`config.mk`:
```
export PLATFORM = sky130hd
export DESIGN_NAME = mcse_ahb_responder
export DESIGN_NICKNAME = d
export VERILOG_FILES = /design/src/rtl/mcse_ahb_responder.sv
export SDC_FILE = /design/constraint.sdc
export NUM_CORES = 1
export LEC_CHECK = 0
export ABC_AREA = 1
export CAP_MARGIN = 30
export CORE_ASPECT_RATIO = 1.1
export CORE_MARGIN = 10
export CORE_UTILIZATION = 35
export DETAILED_ROUTE_END_ITERATION = 7
export GPL_TIMING_DRIVEN = 0
export HOLD_SLACK_MARGIN = 0.03
export PLACE_DENSITY = 0.48
export SETUP_SLACK_MARGIN = 0.3
export SYNTH_ARGS = -nofsm -noshare
export SYNTH_HDL_FRONTEND = slang
export SYNTH_SLANG_ARGS = --single-unit
```
`constraint.sdc`:
```
create_clock -name clk -period 25.2 [get_ports clk]
set_input_delay 5.04 -clock clk [delete_from_list [all_inputs] [get_ports clk]]
set_output_delay 5.04 -clock clk [all_outputs]
set_load 0.02 [all_outputs]
```
`src/rtl/mcse_ahb_responder.sv`:
```
// AHB-Lite subordinate with a word-addressed register memory, programmable wait states and ERROR responses.
// Optional feature macro: AHB_RESP_WRPROT_EN (write-protects the low pPROT_WORDS words while wr_lock=1).
module mcse_ahb_responder #(
  parameter int                          pAHB_DATA_WIDTH  = 32,
  parameter int                          pAHB_ADDR_WIDTH  = 32,
  parameter int                          pAHB_HRESP_WIDTH = 2,
  parameter logic [pAHB_ADDR_WIDTH-1:0]  pBASE_ADDR       = 32'h4000_0000,
  parameter int                          pDEPTH           = 16,
  parameter int                          pWAIT_STATES     = 0,
  parameter int                          pPROT_WORDS      = 4
) (
  input  logic                          clk,
  input  logic                          rst,
  input  logic                          hsel,
  input  logic [pAHB_ADDR_WIDTH-1:0]    haddr,
  input  logic [1:0]                    htrans,
  input  logic                          hwrite,
  input  logic [2:0]                    hsize,
  input  logic [2:0]                    hburst,
  input  logic [3:0]                    hprot,
  input  logic                          hmastlock,
  input  logic                          hnonsec,
  input  logic [pAHB_DATA_WIDTH-1:0]    hwdata,
  input  logic                          hready,
  input  logic                          wr_lock,
  output logic [pAHB_DATA_WIDTH-1:0]    hrdata,
  output logic                          hreadyout,
  output logic [pAHB_HRESP_WIDTH-1:0]   hresp
);

  localparam int AW = pAHB_ADDR_WIDTH;
  localparam int DW = pAHB_DATA_WIDTH;
  localparam int IW = $clog2(pDEPTH);
  localparam logic [pAHB_HRESP_WIDTH-1:0] RESP_OKAY  = '0;
  localparam logic [pAHB_HRESP_WIDTH-1:0] RESP_ERROR = pAHB_HRESP_WIDTH'(1);

  typedef enum logic [2:0] {S_IDLE, S_WAIT, S_DATA, S_ERR1, S_ERR2} state_t;

  state_t          state_reg, state_next;
  logic [3:0]      cnt_reg, cnt_next;
  logic [IW-1:0]   idx_reg;
  logic            write_reg;
  logic [DW-1:0]   mem_reg [pDEPTH];

  logic [AW-1:0]   offset;
  logic [IW-1:0]   addr_idx;
  logic            illegal;
  logic            can_accept;
  logic            accept;
  logic            wr_en;
  state_t          accept_state;

  assign offset   = haddr - pBASE_ADDR;
  assign addr_idx = offset[IW+1:2];

`ifdef AHB_RESP_WRPROT_EN
  logic prot_hit;
  assign prot_hit = hwrite && wr_lock && (int'(addr_idx) < pPROT_WORDS);
`else
  logic prot_hit;
  assign prot_hit = 1'b0;
`endif

  assign illegal = (offset >= AW'(pDEPTH * 4)) || (haddr[1:0] != 2'b00) ||
                   (hsize != 3'b010) || prot_hit;

  // A new address phase can only be taken while the bus sees us ready.
  assign can_accept = (state_reg == S_IDLE) || (state_reg == S_DATA) || (state_reg == S_ERR2);
  assign accept     = can_accept && hsel && hready && htrans[1];
  assign wr_en      = (state_reg == S_DATA) && write_reg;

  always_comb begin
    accept_state = S_DATA;
    if (illegal)
      accept_state = S_ERR1;
    else if (pWAIT_STATES > 0)
      accept_state = S_WAIT;
  end

  always_comb begin
    state_next = state_reg;
    cnt_next   = cnt_reg;
    hreadyout  = 1'b1;
    hresp      = RESP_OKAY;
    hrdata     = '0;
    case (state_reg)
      S_WAIT: begin
        hreadyout = 1'b0;
        if (cnt_reg == 4'(pWAIT_STATES - 1)) begin
          state_next = S_DATA;
          cnt_next   = 4'd0;
        end else begin
          cnt_next = cnt_reg + 4'd1;
        end
      end
      S_ERR1: begin
        hreadyout  = 1'b0;
        hresp      = RESP_ERROR;
        state_next = S_ERR2;
      end
      S_ERR2: begin
        hresp      = RESP_ERROR;
        state_next = accept ? accept_state : S_IDLE;
        cnt_next   = 4'd0;
      end
      S_DATA: begin
        if (!write_reg)
          hrdata = mem_reg[idx_reg];
        state_next = accept ? accept_state : S_IDLE;
        cnt_next   = 4'd0;
      end
      default: begin
        state_next = accept ? accept_state : S_IDLE;
        cnt_next   = 4'd0;
      end
    endcase
  end

  always_ff @(posedge clk or posedge rst) begin
    if (rst) begin
      state_reg <= S_IDLE;
      cnt_reg   <= 4'd0;
      idx_reg   <= '0;
      write_reg <= 1'b0;
    end else begin
      state_reg <= state_next;
      cnt_reg   <= cnt_next;
      if (accept) begin
        idx_reg   <= addr_idx;
        write_reg <= hwrite;
      end
    end
  end

  // Write data arrives in the data phase, so commit happens on the S_DATA edge.
  for (genvar gi = 0; gi < pDEPTH; gi++) begin : g_mem
    always_ff @(posedge clk or posedge rst) begin
      if (rst)
        mem_reg[gi] <= '0;
      else if (wr_en && (idx_reg == IW'(gi)))
        mem_reg[gi] <= hwdata;
    end
  end

  logic unused_sig;
  assign unused_sig = ^{hburst, hprot, hmastlock, hnonsec, offset[1:0], wr_lock};

endmodule
```
==> results.rst <==
.. list-table::
   :header-rows: 1

   * - Metric
     - Value
   * - Met3 Resource Use GR
     - 3.612%
   * - Fraction of layout cells with a size suffix above 1
     - 8.512%
   * - Placed Instance Area
     - 0.02754 sq mm
   * - Number of buffers inserted during clock tree synthesis
     - 60
   * - Global-route wire length before repair
     - 139.0 mm
   * - Proportion of register bits with asynchronous set or reset after synthesis
     - 100.0%
   * - Max Cap Viol
     - 0
   * - Leading cell types by count after synthesis
     - nand2_1, dfrtp_1, nor2_1
   * - Clk slew on worst S/H paths
     - 0.06 ns
   * - Switching power total
     - 1454 uW
   * - RSZ-0062 raised after global routing
     - no
   * - Synth top area cells
     - dfrtp_1, nand2_1, nor2_1
   * - Core area
     - 0.07152 sq mm
   * - Number of standard cells after synthesis
     - 3330
   * - Run status
     - complete, no violations
   * - Remaining design rule violation count
     - 0
   * - Number of buffer and inverter stages on the critical path
     - 4
   * - TritonCTS clock tree
     - done
   * - First DRT Iteration DRCs
     - 1800
   * - Worst slew margin relative to its limit
     - 28.78%
   * - Detailed Route WL
     - 91.33 mm
   * - Post-route clock skew
     - 0.02385 ns
   * - Starting utilization of the core area
     - 35.20%
   * - Slowest cell delay on critical path
     - 0.79 ns
   * - Register area
     - 0.01311 sq mm
   * - Final antenna-violating net count
     - 0
   * - Setup crit start kind
     - register
   * - Average footprint of a synthesized cell
     - 7.561 sq um
   * - Clk sink count
     - 524
   * - Crit end category
     - primary output
   * - Min-Delay Path Class
     - reg -> reg
   * - Number of nets in the synthesized netlist
     - 3415
   * - Depth of the CTS H-tree
     - 2
   * - Number of cells in the design after placement
     - 4385
   * - Placement Rows
     - 103
   * - Number of distinct library cells after synthesis
     - 32
   * - Peak supply drop
     - 0.06358 mV
   * - Die Footprint
     - 0.08307 sq mm
   * - Synthesized cell area
     - 0.02518 sq mm
   * - Vias in the first global route
     - 22341
   * - Clock period minus final worst setup slack
     - 9.074 ns
   * - Clk pwr share
     - 26.4%
   * - GRT Resource Usage Total
     - 21.96%
   * - Switching power as a share of total power
     - 42.67%
   * - Hold-fix buffers at CTS
     - 0
   * - P&R area growth vs syn
     - 17.38%
   * - Cell area after layout
     - 0.02955 sq mm
   * - Critical Path Most Common Cell
     - nand2_1
   * - Vias/cell
     - 4.992
   * - Final layout net count
     - 3587
   * - Category of cells accounting for the largest share of critical-path delay
     - buffers and inverters
   * - Leading cell type by number of instances after synthesis
     - nand2_1
   * - Sequential cell fraction of total power
     - 32.1%
   * - Critical Path RT
     - 20.16 ns
   * - Number of buffers on the longest clock path
     - 3
   * - Number of endpoints with negative hold slack in the final report
     - 0
   * - Kind of critical path
     - reg -> out
   * - Chain of cells forming the critical path
     - buf_2 > clkbuf_1 > clkbuf_1 > nand2_1 > nand2_1 > nand2_1 > nand2_1 > nor2_1 > nor2_1 > clkdlybuf4s50_1
   * - Fill cell count
     - 7450
   * - Routed via count
     - 22430
   * - Relative contribution of combinational cells to total power
     - 41.5%
   * - Seq cells post-synth
     - 524
   * - Avg WL per Cell
     - 20.33 um
   * - Largest net degree at the start of global routing
     - 128
   * - Number of flip-flops under the largest register name
     - 512
   * - Die extent in x
     - 275.7 um
   * - P per Cell Area
     - 115.3 mW/mm^2
   * - Global-route layer with the greatest usage
     - met2
   * - Slowest library cell on the worst path
     - clkbuf_1
   * - Met1 track demand over resource in global routing
     - 28.51%
   * - Fmax
     - 110.2 MHz
   * - Predominant post-synthesis flop cell
     - dfrtp_1
   * - Vertical die dimension
     - 301.3 um
   * - Data arrival time of the worst path
     - 4.03 ns
   * - Area used by multi-input combinational logic
     - 0.01060 sq mm
   * - Setup tns final
     - 0 ns
   * - Portion of the post-synthesis area used by sequential elements
     - 52.08%
   * - Total global routing overflow
     - 0
   * - Static leakage power
     - 0.01477 uW
   * - Period Utilization, post-route
     - 36.01%
   * - Met2 Use GR
     - 36.40%
   * - Number of synthesized flops with an enable pin
     - 0
   * - Endpoints failing setup
     - 0
   * - Drt first pass iters
     - 6
   * - Internal Pwr Total
     - 1954 uW
   * - Total half-perimeter wirelength after legalization and detailed placement
     - 67.84 mm
   * - Antenna cells
     - 0
   * - Insertion delay to the later sink of the worst-skew pair
     - 0.64 ns
   * - Cell Count, Final, Fillers Out
     - 4493
   * - Number of antenna violations at the first check in global routing
     - 1
   * - Area share of the largest cell type after synthesis
     - 52.08%
   * - Post-cts repair resize count
     - 0
   * - Clock root buffer
     - clkbuf_16
   * - Transition time of the tightest slew-check pin
     - 1.068 ns
   * - I/O pins
     - 119
   * - Post-CTS setup buffer count
     - 0
   * - Slew Limit Fails
     - 0
   * - Top cell type by total area after synthesis
     - dfrtp_1
   * - Yosys warning total
     - 0
   * - Routability congestion estimate
     - 0.8477
   * - Port Buffer Count
     - 106
   * - Crit path max fanout
     - 10
==> cells in the final DEF, fill, tap and decap left out, types with 3 or more instances in the layout <==
cell type and count:
nor2_2 3, buf_1 15, a21oi_1 241, buf_16 4, buf_2 61, nand2_2 4
buf_6 15, o21ai_0 227, clkbuf_1 125, buf_4 26, inv_2 4, dfrtp_1 524
inv_1 73, clkdlybuf4s50_1 106, nor2_1 340, clkbuf_8 21, clkbuf_16 62, o21ai_2 54
nor2_8 10, o21ai_1 14, nand3_1 7, clkinv_2 10, nand4_1 4, nand2_1 1562
a21oi_2 17
==> power groups by stage <==
| stage | Combinational (uW) | Sequential, uW | Clock (uW) |
|---|---|---|---|
| 6_report | 1420 | 1090 | 899 |
| 5_1_grt | 1600 | 1110 | 949 |
| 4_1_cts | 1420 | 1090 | 915 |
| 3_5_place_dp | 1410 | 1110 | 0 |
| 3_3_place_gp | 1410 | 1100 | 0 |
| 2_1_floorplan | 925 | 1090 | 0 |
==> final timing paths <==
path / start / end / depth (start not counted) / slack (ns)
max: idx_reg[1]$_DFFE_PP0P_ / hrdata[30] / 10 / 16.13
min: mem_reg[107]$_DFFE_PP0P_ / mem_reg[107]$_DFFE_PP0P_ / 2 / 0.48
max reg2reg: idx_reg[0]$_DFFE_PP0P_ / mem_reg[69]$_DFFE_PP0P_ / 7 / 22.59
min reg2reg: mem_reg[107]$_DFFE_PP0P_ / mem_reg[107]$_DFFE_PP0P_ / 2 / 0.48
max in group asynchronous: rst / mem_reg[384]$_DFFE_PP0P_ / 4 / 18.69
min in group asynchronous: rst / mem_reg[116]$_DFFE_PP0P_ / 2 / 4.88
==> per-layer routing <==
| metal | wire length [um] | vias up |
|---|---|---|
| met4 | 3305 | 2 |
| met3 | 4807 | 136 |
| met1 | 39650 | 10949 |
| li1 | - | 10738 |
| met2 | 43550 | 605 |
| met5 | 13 | - |
==> tightest hold or removal path: stages, from the launching register on <==
cell,delay [ns]
dfrtp_1,0.34
nand2_1,0.06
o21ai_2,0.05
==> stage by stage <==
step	hold WS (ns)	power (uW)	utilization [%]	setup WS (ns)
finish	0.4816	3408	41.32	16.13
global route	0.5077	3666	41.32	15.94
CTS	0.4839	3427	41.32	16.06
detailed placement	0.4687	2520	38.50	16.77
global placement	0.4639	2514	38.34	-1.264
floorplan	0.4529	2012	-	5.520
==> layout make-up <==
cell class	instances	area share [%]
Inverter	78	1.016
Tap cell	945	4.001
Buffer	232	3.971
Multi-Input combinational cell	2496	35.86
Timing Repair Buffer	110	3.963
Clock buffer	94	6.367
Sequential cell	524	44.37
Clock inverter	14	0.4530
==> kinds of logic after synthesis <==
kind of cell / Yosys count / synth area share, %
other: 1 / 0.01489
AND/OR/NAND/NOR: 1939 / 29.91
AO/OA/AOI/OAI: 554 / 12.08
adder cells (fa/ha/maj): 1 / 0.04969
flip-flops: 524 / 52.08
buffers and inverters: 310 / 5.824
XOR/XNOR: 1 / 0.03479
Note: power is estimated with default switching activity, not from simulation.
